`src/rtl/bats_pitch_encoder_if.sv`:
```
// Command and byte-stream bundle for the BATS PITCH encoder.
// The master side issues commands and sinks bytes; the slave side is the encoder.
interface bats_pitch_encoder_if;
    logic        cmd_valid;
    logic        cmd_ready;
    logic [15:0] orderbook_command;
    logic [63:0] order_id;
    logic [7:0]  side;
    logic [31:0] quantity;
    logic [63:0] symbol;
    logic [63:0] price;
    logic [31:0] executed_quantity;
    logic [31:0] cancelled_quantity;
    logic [31:0] time_offset;
    logic [7:0]  data_out;
    logic        data_valid;
    logic        data_last;
    logic        data_ready;
    logic        cmd_error;

    modport master (
        output cmd_valid, orderbook_command, order_id, side, quantity, symbol,
               price, executed_quantity, cancelled_quantity, time_offset, data_ready,
        input  cmd_ready, data_out, data_valid, data_last, cmd_error
    );

    modport slave (
        input  cmd_valid, orderbook_command, order_id, side, quantity, symbol,
               price, executed_quantity, cancelled_quantity, time_offset, data_ready,
        output cmd_ready, data_out, data_valid, data_last, cmd_error
    );
endinterface

```
`src/rtl/bats_pitch_encoder.sv`:
```
// BATS binary Multicast PITCH encoder: one command in, one sequenced-unit
// payload (8-byte header + one message) out as a little-endian byte stream.
module bats_pitch_encoder #(
    parameter logic [7:0] UNIT      = 8'h01,
    parameter logic [7:0] ADD_FLAGS = 8'h00
) (
    input  logic                      Clk40Derived2x1I0MHz,
    input  logic                      reset,
    bats_pitch_encoder_if.slave       bus
);

    localparam logic [15:0] CMD_ADD    = 16'd1;
    localparam logic [15:0] CMD_EXEC   = 16'd2;
    localparam logic [15:0] CMD_REDUCE = 16'd3;
    localparam logic [15:0] CMD_DELETE = 16'd4;

    typedef enum logic [1:0] {IDLE, HEADER, BODY} state_t;

    // Whole payload length in bytes; zero marks an unsupported command.
    function automatic logic [5:0] payload_len(input logic [15:0] cmd);
        case (cmd)
            CMD_ADD:    payload_len = 6'd42;
            CMD_EXEC:   payload_len = 6'd34;
            CMD_REDUCE: payload_len = 6'd26;
            CMD_DELETE: payload_len = 6'd22;
            default:    payload_len = 6'd0;
        endcase
    endfunction

    state_t      state_q, state_d;
    logic [5:0]  idx_q, idx_d;
    logic [7:0]  data_out_q, data_out_d;
    logic        data_valid_q, data_valid_d;
    logic        data_last_q, data_last_d;
    logic        cmd_ready_q, cmd_ready_d;
    logic        cmd_error_q, cmd_error_d;
    logic [31:0] seq_q, seq_d;
    logic [63:0] exec_id_q, exec_id_d;

    logic [15:0] cmd_q, cmd_d;
    logic [63:0] oid_q, oid_d;
    logic [7:0]  side_q, side_d;
    logic [31:0] qty_q, qty_d;
    logic [47:0] sym_q, sym_d;
    logic [63:0] price_q, price_d;
    logic [31:0] exq_q, exq_d;
    logic [31:0] cxq_q, cxq_d;
    logic [31:0] tofs_q, tofs_d;
    logic [5:0]  last_idx_q, last_idx_d;

    logic         accept;
    logic [335:0] payload;
    logic         unused_sym_hi;

    assign accept        = bus.cmd_valid && cmd_ready_q;
    assign unused_sym_hi = ^bus.symbol[63:48];

    // Capture command fields on the accept edge; hold them for the whole payload.
    always_comb begin
        cmd_d      = cmd_q;
        oid_d      = oid_q;
        side_d     = side_q;
        qty_d      = qty_q;
        sym_d      = sym_q;
        price_d    = price_q;
        exq_d      = exq_q;
        cxq_d      = cxq_q;
        tofs_d     = tofs_q;
        last_idx_d = last_idx_q;
        if (accept) begin
            cmd_d      = bus.orderbook_command;
            oid_d      = bus.order_id;
            side_d     = bus.side;
            qty_d      = bus.quantity;
            sym_d      = bus.symbol[47:0];
            price_d    = bus.price;
            exq_d      = bus.executed_quantity;
            cxq_d      = bus.cancelled_quantity;
            tofs_d     = bus.time_offset;
            last_idx_d = payload_len(bus.orderbook_command) - 6'd1;
        end
    end

    // Lay out the full payload as a flat vector, byte k at bits [8k+7:8k].
    // Built from the next-state fields so byte 0 is ready on the accept edge.
    always_comb begin
        payload = '0;
        case (cmd_d)
            CMD_ADD:    payload = {ADD_FLAGS, price_d, sym_d, qty_d, side_d, oid_d, tofs_d,
                                   8'h21, 8'h22, seq_q, UNIT, 8'h01, 16'd42};
            CMD_EXEC:   payload = {64'h0, exec_id_q, exq_d, oid_d, tofs_d,
                                   8'h23, 8'h1A, seq_q, UNIT, 8'h01, 16'd34};
            CMD_REDUCE: payload = {128'h0, cxq_d, oid_d, tofs_d,
                                   8'h25, 8'h12, seq_q, UNIT, 8'h01, 16'd26};
            CMD_DELETE: payload = {160'h0, oid_d, tofs_d,
                                   8'h29, 8'h0E, seq_q, UNIT, 8'h01, 16'd22};
            default:    payload = '0;
        endcase
    end

    // Sequencer: accept in IDLE, step one byte per output handshake, bump counters at the end.
    always_comb begin
        state_d      = state_q;
        idx_d        = idx_q;
        data_out_d   = data_out_q;
        data_valid_d = data_valid_q;
        data_last_d  = data_last_q;
        cmd_ready_d  = cmd_ready_q;
        cmd_error_d  = 1'b0;
        seq_d        = seq_q;
        exec_id_d    = exec_id_q;
        case (state_q)
            IDLE: begin
                if (accept) begin
                    if (payload_len(bus.orderbook_command) != 6'd0) begin
                        state_d      = HEADER;
                        idx_d        = 6'd0;
                        data_out_d   = payload[7:0];
                        data_valid_d = 1'b1;
                        data_last_d  = 1'b0;
                        cmd_ready_d  = 1'b0;
                    end else begin
                        cmd_error_d = 1'b1;
                    end
                end
            end
            HEADER, BODY: begin
                if (data_valid_q && bus.data_ready) begin
                    if (idx_q == last_idx_q) begin
                        state_d      = IDLE;
                        data_valid_d = 1'b0;
                        data_last_d  = 1'b0;
                        cmd_ready_d  = 1'b1;
                        seq_d        = seq_q + 32'd1;
                        if (cmd_q == CMD_EXEC) begin
                            exec_id_d = exec_id_q + 64'd1;
                        end
                    end else begin
                        idx_d       = idx_q + 6'd1;
                        data_out_d  = payload[{idx_d, 3'b000} +: 8];
                        data_last_d = (idx_d == last_idx_q);
                        state_d     = (idx_d < 6'd8) ? HEADER : BODY;
                    end
                end
            end
            default: state_d = IDLE;
        endcase
    end

    // Control and output registers, cleared by the synchronous active-low reset.
    always_ff @(posedge Clk40Derived2x1I0MHz) begin
        if (!reset) begin
            state_q      <= IDLE;
            idx_q        <= 6'd0;
            data_out_q   <= 8'h00;
            data_valid_q <= 1'b0;
            data_last_q  <= 1'b0;
            cmd_ready_q  <= 1'b1;
            cmd_error_q  <= 1'b0;
            seq_q        <= 32'd1;
            exec_id_q    <= 64'd1;
        end else begin
            state_q      <= state_d;
            idx_q        <= idx_d;
            data_out_q   <= data_out_d;
            data_valid_q <= data_valid_d;
            data_last_q  <= data_last_d;
            cmd_ready_q  <= cmd_ready_d;
            cmd_error_q  <= cmd_error_d;
            seq_q        <= seq_d;
            exec_id_q    <= exec_id_d;
        end
    end

    // Command field storage; never read outside a payload, so it needs no reset.
    always_ff @(posedge Clk40Derived2x1I0MHz) begin
        cmd_q      <= cmd_d;
        oid_q      <= oid_d;
        side_q     <= side_d;
        qty_q      <= qty_d;
        sym_q      <= sym_d;
        price_q    <= price_d;
        exq_q      <= exq_d;
        cxq_q      <= cxq_d;
        tofs_q     <= tofs_d;
        last_idx_q <= last_idx_d;
    end

    assign bus.cmd_ready  = cmd_ready_q;
    assign bus.data_out   = data_out_q;
    assign bus.data_valid = data_valid_q;
    assign bus.data_last  = data_last_q;
    assign bus.cmd_error  = cmd_error_q;

endmodule

```
`src/flat_wrapper.sv`:
```
// flat-port wrapper written by rule: the top's interface ports become plain ports
module bats_pitch_encoder_flat 
#(
    parameter logic [7:0] UNIT      = 8'h01,
    parameter logic [7:0] ADD_FLAGS = 8'h00
)
  (Clk40Derived2x1I0MHz, reset, bus_cmd_valid, bus_orderbook_command, bus_order_id, bus_side, bus_quantity, bus_symbol, bus_price, bus_executed_quantity, bus_cancelled_quantity, bus_time_offset, bus_data_ready, bus_cmd_ready, bus_data_out, bus_data_valid, bus_data_last, bus_cmd_error);
  bats_pitch_encoder_if bus_i ();
  input  logic Clk40Derived2x1I0MHz;
  input  logic reset;
  input wire logic [$bits(bus_i.cmd_valid)-1:0] bus_cmd_valid;
  input wire logic [$bits(bus_i.orderbook_command)-1:0] bus_orderbook_command;
  input wire logic [$bits(bus_i.order_id)-1:0] bus_order_id;
  input wire logic [$bits(bus_i.side)-1:0] bus_side;
  input wire logic [$bits(bus_i.quantity)-1:0] bus_quantity;
  input wire logic [$bits(bus_i.symbol)-1:0] bus_symbol;
  input wire logic [$bits(bus_i.price)-1:0] bus_price;
  input wire logic [$bits(bus_i.executed_quantity)-1:0] bus_executed_quantity;
  input wire logic [$bits(bus_i.cancelled_quantity)-1:0] bus_cancelled_quantity;
  input wire logic [$bits(bus_i.time_offset)-1:0] bus_time_offset;
  input wire logic [$bits(bus_i.data_ready)-1:0] bus_data_ready;
  output wire logic [$bits(bus_i.cmd_ready)-1:0] bus_cmd_ready;
  output wire logic [$bits(bus_i.data_out)-1:0] bus_data_out;
  output wire logic [$bits(bus_i.data_valid)-1:0] bus_data_valid;
  output wire logic [$bits(bus_i.data_last)-1:0] bus_data_last;
  output wire logic [$bits(bus_i.cmd_error)-1:0] bus_cmd_error;
  assign bus_i.cmd_valid = bus_cmd_valid;
  assign bus_i.orderbook_command = bus_orderbook_command;
  assign bus_i.order_id = bus_order_id;
  assign bus_i.side = bus_side;
  assign bus_i.quantity = bus_quantity;
  assign bus_i.symbol = bus_symbol;
  assign bus_i.price = bus_price;
  assign bus_i.executed_quantity = bus_executed_quantity;
  assign bus_i.cancelled_quantity = bus_cancelled_quantity;
  assign bus_i.time_offset = bus_time_offset;
  assign bus_i.data_ready = bus_data_ready;
  assign bus_cmd_ready = bus_i.cmd_ready;
  assign bus_data_out = bus_i.data_out;
  assign bus_data_valid = bus_i.data_valid;
  assign bus_data_last = bus_i.data_last;
  assign bus_cmd_error = bus_i.cmd_error;
  bats_pitch_encoder #(.UNIT(UNIT), .ADD_FLAGS(ADD_FLAGS)) u_core (.Clk40Derived2x1I0MHz(Clk40Derived2x1I0MHz), .reset(reset), .bus(bus_i));
endmodule
```
`config.mk`:
```
export PLATFORM = sky130hd
export DESIGN_NAME = bats_pitch_encoder_flat
export DESIGN_NICKNAME = d
export VERILOG_FILES = /design/src/rtl/bats_pitch_encoder_if.sv /design/src/rtl/bats_pitch_encoder.sv /design/src/flat_wrapper.sv
export SDC_FILE = /design/constraint.sdc
export NUM_CORES = 1
export LEC_CHECK = 0
export CAP_MARGIN = 20
export CORE_AREA = 2 2 143 285
export DETAILED_ROUTE_END_ITERATION = 12
export DIE_AREA = 0 0 145 287
export PLACE_DENSITY = 0.81
export SLEW_MARGIN = 20
export SYNTH_ARGS = -nofsm -noshare
export SYNTH_HDL_FRONTEND = slang
export SYNTH_SLANG_ARGS = --single-unit
```
`constraint.sdc`:
```
create_clock -name Clk40Derived2x1I0MHz -period 4.3 [get_ports Clk40Derived2x1I0MHz]
set_clock_uncertainty 0.15 [all_clocks]
set_input_delay 0.43 -clock Clk40Derived2x1I0MHz [delete_from_list [all_inputs] [get_ports Clk40Derived2x1I0MHz]]
set_output_delay 0.43 -clock Clk40Derived2x1I0MHz [all_outputs]
set_load 0.005 [all_outputs]
```
==> results of run 1 <==
state kept, by name, indices dropped and copies added (netlist names), 6 cells and up:
register and cells:
u_core.bus.data_out 8, u_core.price_q 64, u_core.sym_q 48, u_core.qty_q 32
u_core.side_q 8, u_core.oid_q 64, u_core.exq_q 32, u_core.idx_q 6
u_core.cmd_q 16, u_core.seq_q 32, u_core.tofs_q 32, u_core.exec_id_q 64
u_core.cxq_q 32
cell usage after synthesis (6+ instances only):
| cell type | n |
|---|---|
| nand3_1 | 61 |
| a22oi_1 | 10 |
| xnor2_1 | 52 |
| inv_1 | 25 |
| a211o_1 | 11 |
| o2111ai_1 | 6 |
| nor3_1 | 35 |
| nor4_1 | 14 |
| nand2_1 | 673 |
| a31oi_1 | 11 |
| and3_1 | 33 |
| mux2_2 | 165 |
| mux2i_1 | 26 |
| a222oi_1 | 12 |
| nand4_1 | 33 |
| a221oi_1 | 59 |
| nor2_1 | 133 |
| nand2b_1 | 17 |
| nor2b_1 | 9 |
| and4_1 | 7 |
| o21ai_0 | 45 |
| or4_1 | 9 |
| o211ai_1 | 19 |
| a2111oi_0 | 14 |
| mux4_2 | 20 |
| a21o_1 | 15 |
| xor2_1 | 46 |
| buf_1 | 28 |
| clkbuf_1 | 110 |
| or3_1 | 26 |
| and2_1 | 7 |
| dfxtp_1 | 444 |
| a211oi_1 | 25 |
| a21oi_1 | 66 |
| buf_2 | 24 |
per-stage QoR:
step / cell area [um^2] / setup slack [ps] / hold WS (ps) / TNS [ps]
CTS: 26600 / 390.0 / 274.6 / 0
floorplan: 20670 / 966.3 / 260.6 / 0
finish: 26640 / 280.7 / 280.4 / 0
global placement: 25180 / -76.25 / 274.2 / -76.25
detailed placement: 25180 / -98.32 / 277.9 / -98.32
global route: 26640 / 180.1 / 302.4 / 0
logic make-up after synthesis:
logic type / count (synthesis) / synth area share (%)
buffers and inverters: 192 / 3.667
AOI/OAI and AO/OA: 355 / 12.67
muxes: 212 / 12.49
DFF: 449 / 43.72
and+or+nand+nor: 1086 / 23.00
xor gates and xnor gates: 98 / 4.152
adders and majority gates: 5 / 0.3026
layer usage:
layer  wire [um]  share of wire (%)  vias up
met4        8332                 11        0
met1       25830                 33     9327
met3        5039                6.5      347
met5           0                  0        -
li1            -                  -     9062
met2       38020                 49     1035
path summary, 6_finish.rpt:
path	startpoint	to	slack, ps
max reg2reg	u_core.cmd_q[7]	u_core.bus.data_out[3]	280
min	bus_order_id[3]	u_core.oid_q[3]	280
max	u_core.cmd_q[7]	u_core.bus.data_out[3]	280
min reg2reg	u_core.qty_q[1]	u_core.qty_q[1]	290
cell type report:
class | instances | area [um^2]
antenna | 18 | 45.04
clock buffer | 52 | 1147
clock inverter | 21 | 272.8
fill | 3113 | 12670
inverter | 28 | 110.1
multi-input combinational | 1756 | 10940
sequential | 449 | 9040
tap | 525 | 656.9
timing repair buffer | 449 | 4429
report_power, final:
group | switching (mW) | internal (mW) | leakage [nW]
sequential | 0.0971 | 4.48 | 3.73
combinational | 0.520 | 0.571 | 6.16
clock | 1.65 | 2.26 | 0.705
worst max-delay path, cell delays in order (launching register included):
cell	delay (ps)
dfxtp_1	310
or4_1	670
o32ai_1	430
a221o_1	490
nand2_1	350
nor3_1	880
a311oi_1	250
a41oi_1	300
a221o_1	140
==> impl_metrics.yaml, run 1 <==
power:
  total_power_mw: 9.576
  power_density_nw_per_um2: 359.5
  ir_drop_v: 0.0004028
  leakagePower_nw: 10.60
global_routing:
  gr-usage-met1_pct: 36.05
  grtUsageMet3_pct: 5.905
  grt_use_total_pct: 36.05
  grt_antenna_before_repair: 17
  grt_pass1_wl_mm: 115.2
  grt_pass1_vias: 19936
  top_usage_layer: "met2"
  grtUsageMet2_pct: 63.10
  overflow: 0
  grt_max_degree: 75
floorplanning:
  die_y_um: 287
  start_util_pct: 52.60
  core_area_um2: 39310
  die-area_um2: 41620
  rows: 103
  io_pins: 360
  die_x_um: 145
timing:
  tightest_slew_ps: 1078
  fmax_mhz: 248.8
  finalHoldViolCount: 0
  slew_violations: 0
  timing.final.crit_share_pct: 93.47
  rsz0062_at_grt: "false"
  fin_crit_ps: 4019
  finalSetupViolations: 0
  max-slew-margin-rel_pct: 26.31
synth:
  synth_edf_count: 5
  yosys.area.top_type: "dfxtp_1"
  synth_fp_nets: 2750
  netlist_area_um2: 20670
  synthTopCellsByArea: "dfxtp_1, nand2_1, mux2_2"
  synth_cells: 2397
  yosysWarnings: 0
  ys_types: 81
  synthArstFlopShare_pct: 0
  synth.top_cell.area_share_pct: 42.99
  ys_ff_latch: 449
  synth_area_per_cell_um2: 8.625
  yosysSeqAreaShare_pct: 43.72
  synthFlopType: "dfxtp_1"
final_layout:
  drive_gt1_share_pct: 14.16
  layout_common_cells: "nand2_1, dfxtp_1, clkdlybuf4s50_1"
  synthToLayoutAreaGrowth_pct: 28.86
  stdcell_count: 3298
  layout_commonest_cell: "nand2_1"
  nets: 3077
  final_core_util_pct: 67.78
min_path:
  holdPathStages: 3
  hold_class: "in2reg"
routing:
  via_per_inst: 5.995
  drc: 0
  drt_iter0_drc: 1621
  drtPass1Iterations: 6
  wirelength_mm: 77.21
  via_count: 19771
  antenna_left: 0
  wl_per_cell_um: 23.41
place:
  placedCellCount: 3207
  io_buffer_count: 343
  gp_congestion: 1.034
  place_hpwl_mm: 58.88
cts:
  post_cts_buffers: 0
  cts_root_buffer: "clkbuf_16"
  cts_max_path_buffers: 3
  clock_sinks: 449
  hold_buffers: 0
  insertion_delay_ps: 560
  numCtsBuffers: 40
  cts_tree: "built"
  cts_resized: 0
  h-tree-depth: 2
  clkTransAtPathRegs_ps: 70
worst_setup_path:
  cp_max_fo: 8
  r2r_cells: 8
  crit_type: "reg2reg"
  cp.arrival_ps: 4370
  required_ps: 4650
  cp-start-kind: "flop"
  cp-end-kind: "flop"
outcome:
  outcome: "complete, no violations"
job:
  maxCapViolCount: 0
No activity file was read; power rests on OpenSTA's default activity.
==> run 2: changes to the inputs <==
--- a/config.mk
+++ b/config.mk
@@ -6,10 +6,12 @@
 export NUM_CORES = 1
 export LEC_CHECK = 0
 export CAP_MARGIN = 20
-export CORE_AREA = 2 2 143 285
+export CELL_PAD_IN_SITES_DETAIL_PLACEMENT = 2
+export CELL_PAD_IN_SITES_GLOBAL_PLACEMENT = 2
+export CORE_AREA = 2 2 178 354
 export DETAILED_ROUTE_END_ITERATION = 12
-export DIE_AREA = 0 0 145 287
-export PLACE_DENSITY = 0.81
+export DIE_AREA = 0 0 180 356
+export PLACE_DENSITY = 0.86
 export SLEW_MARGIN = 20
 export SYNTH_ARGS = -nofsm -noshare
 export SYNTH_HDL_FRONTEND = slang
==> constraint.sdc (replaced) <==
create_clock -name Clk40Derived2x1I0MHz -period 5.19 [get_ports Clk40Derived2x1I0MHz]
set_clock_uncertainty 0.15 [all_clocks]
set_input_delay 0.519 -clock Clk40Derived2x1I0MHz [delete_from_list [all_inputs] [get_ports Clk40Derived2x1I0MHz]]
set_output_delay 0.519 -clock Clk40Derived2x1I0MHz [all_outputs]
set_load 0.005 [all_outputs]
==> impl_metrics.yaml, run 2 (synthesis gave the netlist of run 1 again) <==
power:
  power_density_nw_per_um2: 302.4
  ir_drop_v: 0.0002249
  leakagePower_nw: 10.29
worst_setup_path:
  rr_endpoint: "u_core.exec_id_q[46]"
  critPathCapture: "u_core.bus.data_out[7]"
  r2r_slack_ps: 1230
  required_ps: 5540
  cp-start-kind: "input port"
  r2r_cells: 10
  r2r-start: "u_core.state_q[0]"
  cp.depth: 11
  crit_chain: "clkdlybuf4s50_1 -> or4_1 -> or4_1 -> a211oi_4 -> buf_12 -> buf_4 -> a211oi_1 -> nor4b_1 -> o2111ai_1 -> and3_1 -> o41ai_2"
  cp_max_fo: 54
  crit_top_cell: "or4_1"
  path_delay_family: "simple AND/OR/NAND/NOR gates"
  crit_slowest_cell: "or4_1"
  cp_slowest_stage_delay_ps: 730
  path_buf_inv: 3
  crit_type: "in2reg"
  cp.arrival_ps: 4450
  cp-end-kind: "flop"
  crit_start: "bus_orderbook_command[12]"
final_layout:
  nets: 3029
  drive_gt1_share_pct: 12.38
  reg_top3: "u_core.exec_id_q (64), u_core.oid_q (64), u_core.price_q (64)"
  regArea_um2: 9040
  layout_commonest_cell: "nand2_1"
  antennaDiodeCount: 0
  fillers: 6652
  synthToLayoutAreaGrowth_pct: 27.54
  layout_common_cells: "nand2_1, dfxtp_1, clkdlybuf4s50_1"
  multiInputGateArea_um2: 10940
routing:
  drt_iter0_drc: 1339
  via_per_inst: 5.704
  drc: 0
  antenna_left: 0
  drtPass1Iterations: 6
  wl_per_cell_um: 26.61
  via_count: 19917
  wirelength_mm: 92.91
floorplanning:
  core_area_um2: 61500
  rows: 129
  io_pins: 360
  die-area_um2: 64080
  die_x_um: 180
  start_util_pct: 33.62
  die_y_um: 356
cts:
  hold_buffers: 0
  cts_max_path_buffers: 3
  numCtsBuffers: 43
  clkTransAtPathRegs_ps: 70
  cts_root_buffer: "clkbuf_16"
  post_cts_buffers: 0
  cts_resized: 0
  insertion_delay_ps: 590
  clock_sinks: 449
  h-tree-depth: 2
  cts_tree: "built"
outcome:
  outcome: "complete, no violations"
timing:
  hold_ws_ps: 291.2
  tightest_slew_ps: 1126
  fmax_mhz: 244.0
  max-slew-margin-rel_pct: 24.17
  slew_violations: 0
  fin_setup_tns_ps: 0
  timing.final.crit_share_pct: 78.98
  fin_crit_ps: 4099
  finalHoldViolCount: 0
  rsz0062_at_grt: "false"
  finalSetupViolations: 0
global_routing:
  grt_use_total_pct: 28.29
  grt_antenna_before_repair: 3
  grt_pass1_wl_mm: 138.8
  grt_pass1_vias: 21555
  grt_max_degree: 150
  overflow: 0
min_path:
  hold_class: "reg2reg"
job:
  maxCapViolCount: 0
place:
  place_hpwl_mm: 67.76
  gp_congestion: 0.9037
  io_buffer_count: 343
run 2: layout make-up:
| cell class | count | area share [%] |
|---|---|---|
| clock inverter | 15 | 0.5884 |
| sequential | 449 | 34.28 |
| inverter | 28 | 0.4176 |
| clock buffer | 60 | 4.626 |
| timing repair buffer | 398 | 14.87 |
| multi-input combinational | 1756 | 41.49 |
| tap | 786 | 3.730 |
run 2: how the worst min path moves through the flow:
stage | from | endpoint | slack [ps] | depth (start not counted)
final | u_core.qty_q[1] | u_core.qty_q[1] | 290 | 2
after floorplan | u_core.oid_q[28] | u_core.oid_q[28] | 260 | 2
after detailed placement | u_core.qty_q[1] | u_core.qty_q[1] | 280 | 2
after global placement | u_core.oid_q[28] | u_core.oid_q[28] | 270 | 2
after global routing | u_core.cxq_q[30] | u_core.cxq_q[30] | 320 | 2
after CTS | u_core.qty_q[1] | u_core.qty_q[1] | 290 | 2
run 2: stage by stage:
step | cells | cell area (um^2) | util [%] | setup WS, ps | power [mW]
floorplan | 2397 | 20670 | - | 1767 | 4.288
global placement | 3417 | 24990 | 40.64 | 657.8 | 4.740
detailed placement | 3417 | 24990 | 40.64 | 599.5 | 4.808
CTS | 3492 | 26370 | 42.88 | 1188 | 8.025
global route | 3492 | 26370 | 42.88 | 961.0 | 8.263
finish | 3492 | 26370 | 42.88 | 1091 | 7.974
run 2: layer usage:
metal | track usage, % | part of all wire [%] | vias up | wire [um]
met5 | 0 | 0.040 | - | 37
met2 | 49.26 | 49 | 789 | 45140
met4 | 14.20 | 5.5 | 6 | 5082
met1 | 33.14 | 40 | 9974 | 36850
met3 | 5.233 | 6.2 | 213 | 5800
li1 | - | - | 8935 | -
run 2: power breakdown:
part | internal (mW) | switching, mW | leakage, nW | total, mW
clock | 1.75 | 1.47 | 0.684 | 3.22
sequential | 3.71 | 0.0912 | 3.73 | 3.80
combinational | 0.462 | 0.490 | 5.87 | 0.952
run 2: worst reg2reg max path, cell delays in order, from the launching register on:
cell	delay [ps]
dfxtp_1	370
inv_1	60
ha_1	840
nand3_1	300
or3_1	520
nor3_2	200
buf_4	240
nand3_1	270
or2_0	410
or3_1	350
a21oi_1	160
==> run 3: changes to the inputs <==
--- a/config.mk
+++ b/config.mk
@@ -8,10 +8,10 @@
 export CAP_MARGIN = 20
 export CELL_PAD_IN_SITES_DETAIL_PLACEMENT = 2
 export CELL_PAD_IN_SITES_GLOBAL_PLACEMENT = 2
-export CORE_AREA = 2 2 178 354
+export CORE_AREA = 2 2 192 383
 export DETAILED_ROUTE_END_ITERATION = 12
-export DIE_AREA = 0 0 180 356
-export PLACE_DENSITY = 0.86
+export DIE_AREA = 0 0 194 385
+export PLACE_DENSITY = 0.78
 export SLEW_MARGIN = 20
 export SYNTH_ARGS = -nofsm -noshare
 export SYNTH_HDL_FRONTEND = slang
==> constraint.sdc (replaced) <==
create_clock -name Clk40Derived2x1I0MHz -period 3.6 [get_ports Clk40Derived2x1I0MHz]
set_clock_uncertainty 0.15 [all_clocks]
set_input_delay 0.36 -clock Clk40Derived2x1I0MHz [delete_from_list [all_inputs] [get_ports Clk40Derived2x1I0MHz]]
set_output_delay 0.36 -clock Clk40Derived2x1I0MHz [all_outputs]
set_load 0.005 [all_outputs]
==> impl_metrics.yaml, run 3 (synthesis gave the netlist of run 1 again) <==
outcome:
  outcome: "complete, no violations"
timing:
  fmax_mhz: 281.8
  rsz0062_at_grt: "false"
  timing.final.crit_share_pct: 98.58
  fin_crit_ps: 3549
  finalSetupViolations: 0
  max-slew-margin-rel_pct: 29.94
  layout_setup_ws_ps: 51.26
  slew_violations: 0
  tightest_slew_ps: 1051
  finalHoldViolCount: 0
  hold_ws_ps: 185.0
power:
  leakagePower_nw: 11.33
  power_density_nw_per_um2: 429.3
  total_power_mw: 12.19
  ir_drop_v: 0.0003020
worst_setup_path:
  r2r_cells: 13
  required_ps: 3930
  cp.arrival_ps: 3880
  crit_type: "reg2reg"
  cp_max_fo: 22
  cp-end-kind: "flop"
  cp-start-kind: "flop"
floorplanning:
  die_y_um: 385
  die-area_um2: 74690
  die_x_um: 194
  core_area_um2: 71650
  io_pins: 360
  start_util_pct: 28.85
  rows: 139
final_layout:
  fillers: 7905
  stdcell_count: 3817
  final_core_util_pct: 39.62
  layout_common_cells: "nand2_1, dfxtp_1, clkdlybuf4s50_1"
  reg_top3: "u_core.exec_id_q (64), u_core.oid_q (64), u_core.price_q (64)"
  layout_commonest_cell: "nand2_1"
  synthToLayoutAreaGrowth_pct: 37.33
  drive_gt1_share_pct: 18.40
  nets: 3214
min_path:
  hold_class: "in2reg"
  holdPathStages: 3
routing:
  drt_iter0_drc: 1012
  wl_per_cell_um: 27.09
  via_count: 20380
  wirelength_mm: 103.4
  via_per_inst: 5.339
  antenna_left: 0
  drc: 0
  drtPass1Iterations: 5
global_routing:
  grt_max_degree: 94
  grt_antenna_before_repair: 11
  grt_pass1_wl_mm: 150.6
  grt_pass1_vias: 22808
  overflow: 0
  grt_use_total_pct: 27.02
cts:
  numCtsBuffers: 45
  cts_tree: "built"
  clkTransAtPathRegs_ps: 70
  cts_max_path_buffers: 3
  h-tree-depth: 2
  clock_sinks: 449
  cts_root_buffer: "clkbuf_16"
  insertion_delay_ps: 600
place:
  post-place-ws_ps: -561.8
  place_hpwl_mm: 80.38
  gp_congestion: 0.9131
  placedCellCount: 3730
  io_buffer_count: 343
job:
  maxCapViolCount: 0
==> run 3: changes by cell type in the layout (fill, tap and decap cells not counted), moves of 2 or more <==
cell / delta
buf_12: +16
clkinv_2: -4
buf_4: +167
or4_1: -4
clkbuf_1: -2
bufinv_16: +5
nor4_1: -2
diode_2: +10
a2111oi_1: +4
nor4_2: +2
a2111oi_0: -5
clkbuf_16: +4
or4_4: +4
clkinvlp_4: +2
==> run 3: worst max-delay path: stages (launching register included) <==
cell      delay [ps]
dfxtp_1          450
nand2_4          190
inv_6            160
o32a_1           340
buf_4            240
a211oi_4          60
buf_12           170
buf_12           160
buf_4            170
a221oi_1         580
nor3_1           140
o31ai_1          260
nand4_1          120
a32o_1           270
==> run 3: layer usage <==
metal  GRT usage [%]  vias to the layer above  wire length [um]
li1                -                     9308                 -
met1           27.47                    10241             37220
met2           50.95                      597             54580
met3           3.342                      234              3831
met4           18.77                        0              7779
met5               0                        -                 0
==> run 3: area by class of cell <==
| cell class | count | area, um^2 | share of cell area (%) |
|---|---|---|---|
| Clock buffer | 61 | 1299 | 4.574 |
| Inverter | 28 | 110.1 | 0.3878 |
| Multi-Input combinational cell | 1756 | 11000 | 38.75 |
| Timing Repair Buffer | 581 | 5495 | 19.35 |
| Tap cell | 916 | 1146 | 4.037 |
| Antenna cell | 10 | 25.02 | 0.08814 |
| Clock inverter | 16 | 275.3 | 0.9695 |
| Sequential cell | 449 | 9040 | 31.84 |
==> run 3: path summary, 6_finish.rpt <==
path                            endpoint  slack (ps)                  from
setup / recovery  u_core.bus.data_out[1]          50  u_core.bus.cmd_ready
hold / removal        u_core.price_q[50]         190         bus_price[50]
setup reg to reg  u_core.bus.data_out[1]          50  u_core.bus.cmd_ready
hold reg to reg          u_core.qty_q[1]         290       u_core.qty_q[1]
==> run 3: stage by stage <==
| step | cell area (um^2) | TNS (ps) |
|---|---|---|
| floorplan | 20670 | 0 |
| global placement | 26740 | -4401 |
| detailed placement | 26740 | -6529 |
| CTS | 28330 | 0 |
| global route | 28390 | 0 |
| finish | 28390 | 0 |
==> run 3: what timing repair did <==
item	CTS	global route
gates cloned	0	0
pin swaps	1	6
setup endpoints to repair	7	10
hold endpoints to repair	0	0
hold buffers	0	0
resized for setup	4	11
buffers inserted	0	0
==> run 3: power breakdown <==
part           internal (mW)  leakage (nW)  total, mW  switching (mW)
combinational          0.743          6.83       1.51           0.765
clock                   3.03         0.768       5.20            2.17
sequential              5.35          3.73       5.48           0.125
total                   9.12          11.3       12.2            3.06
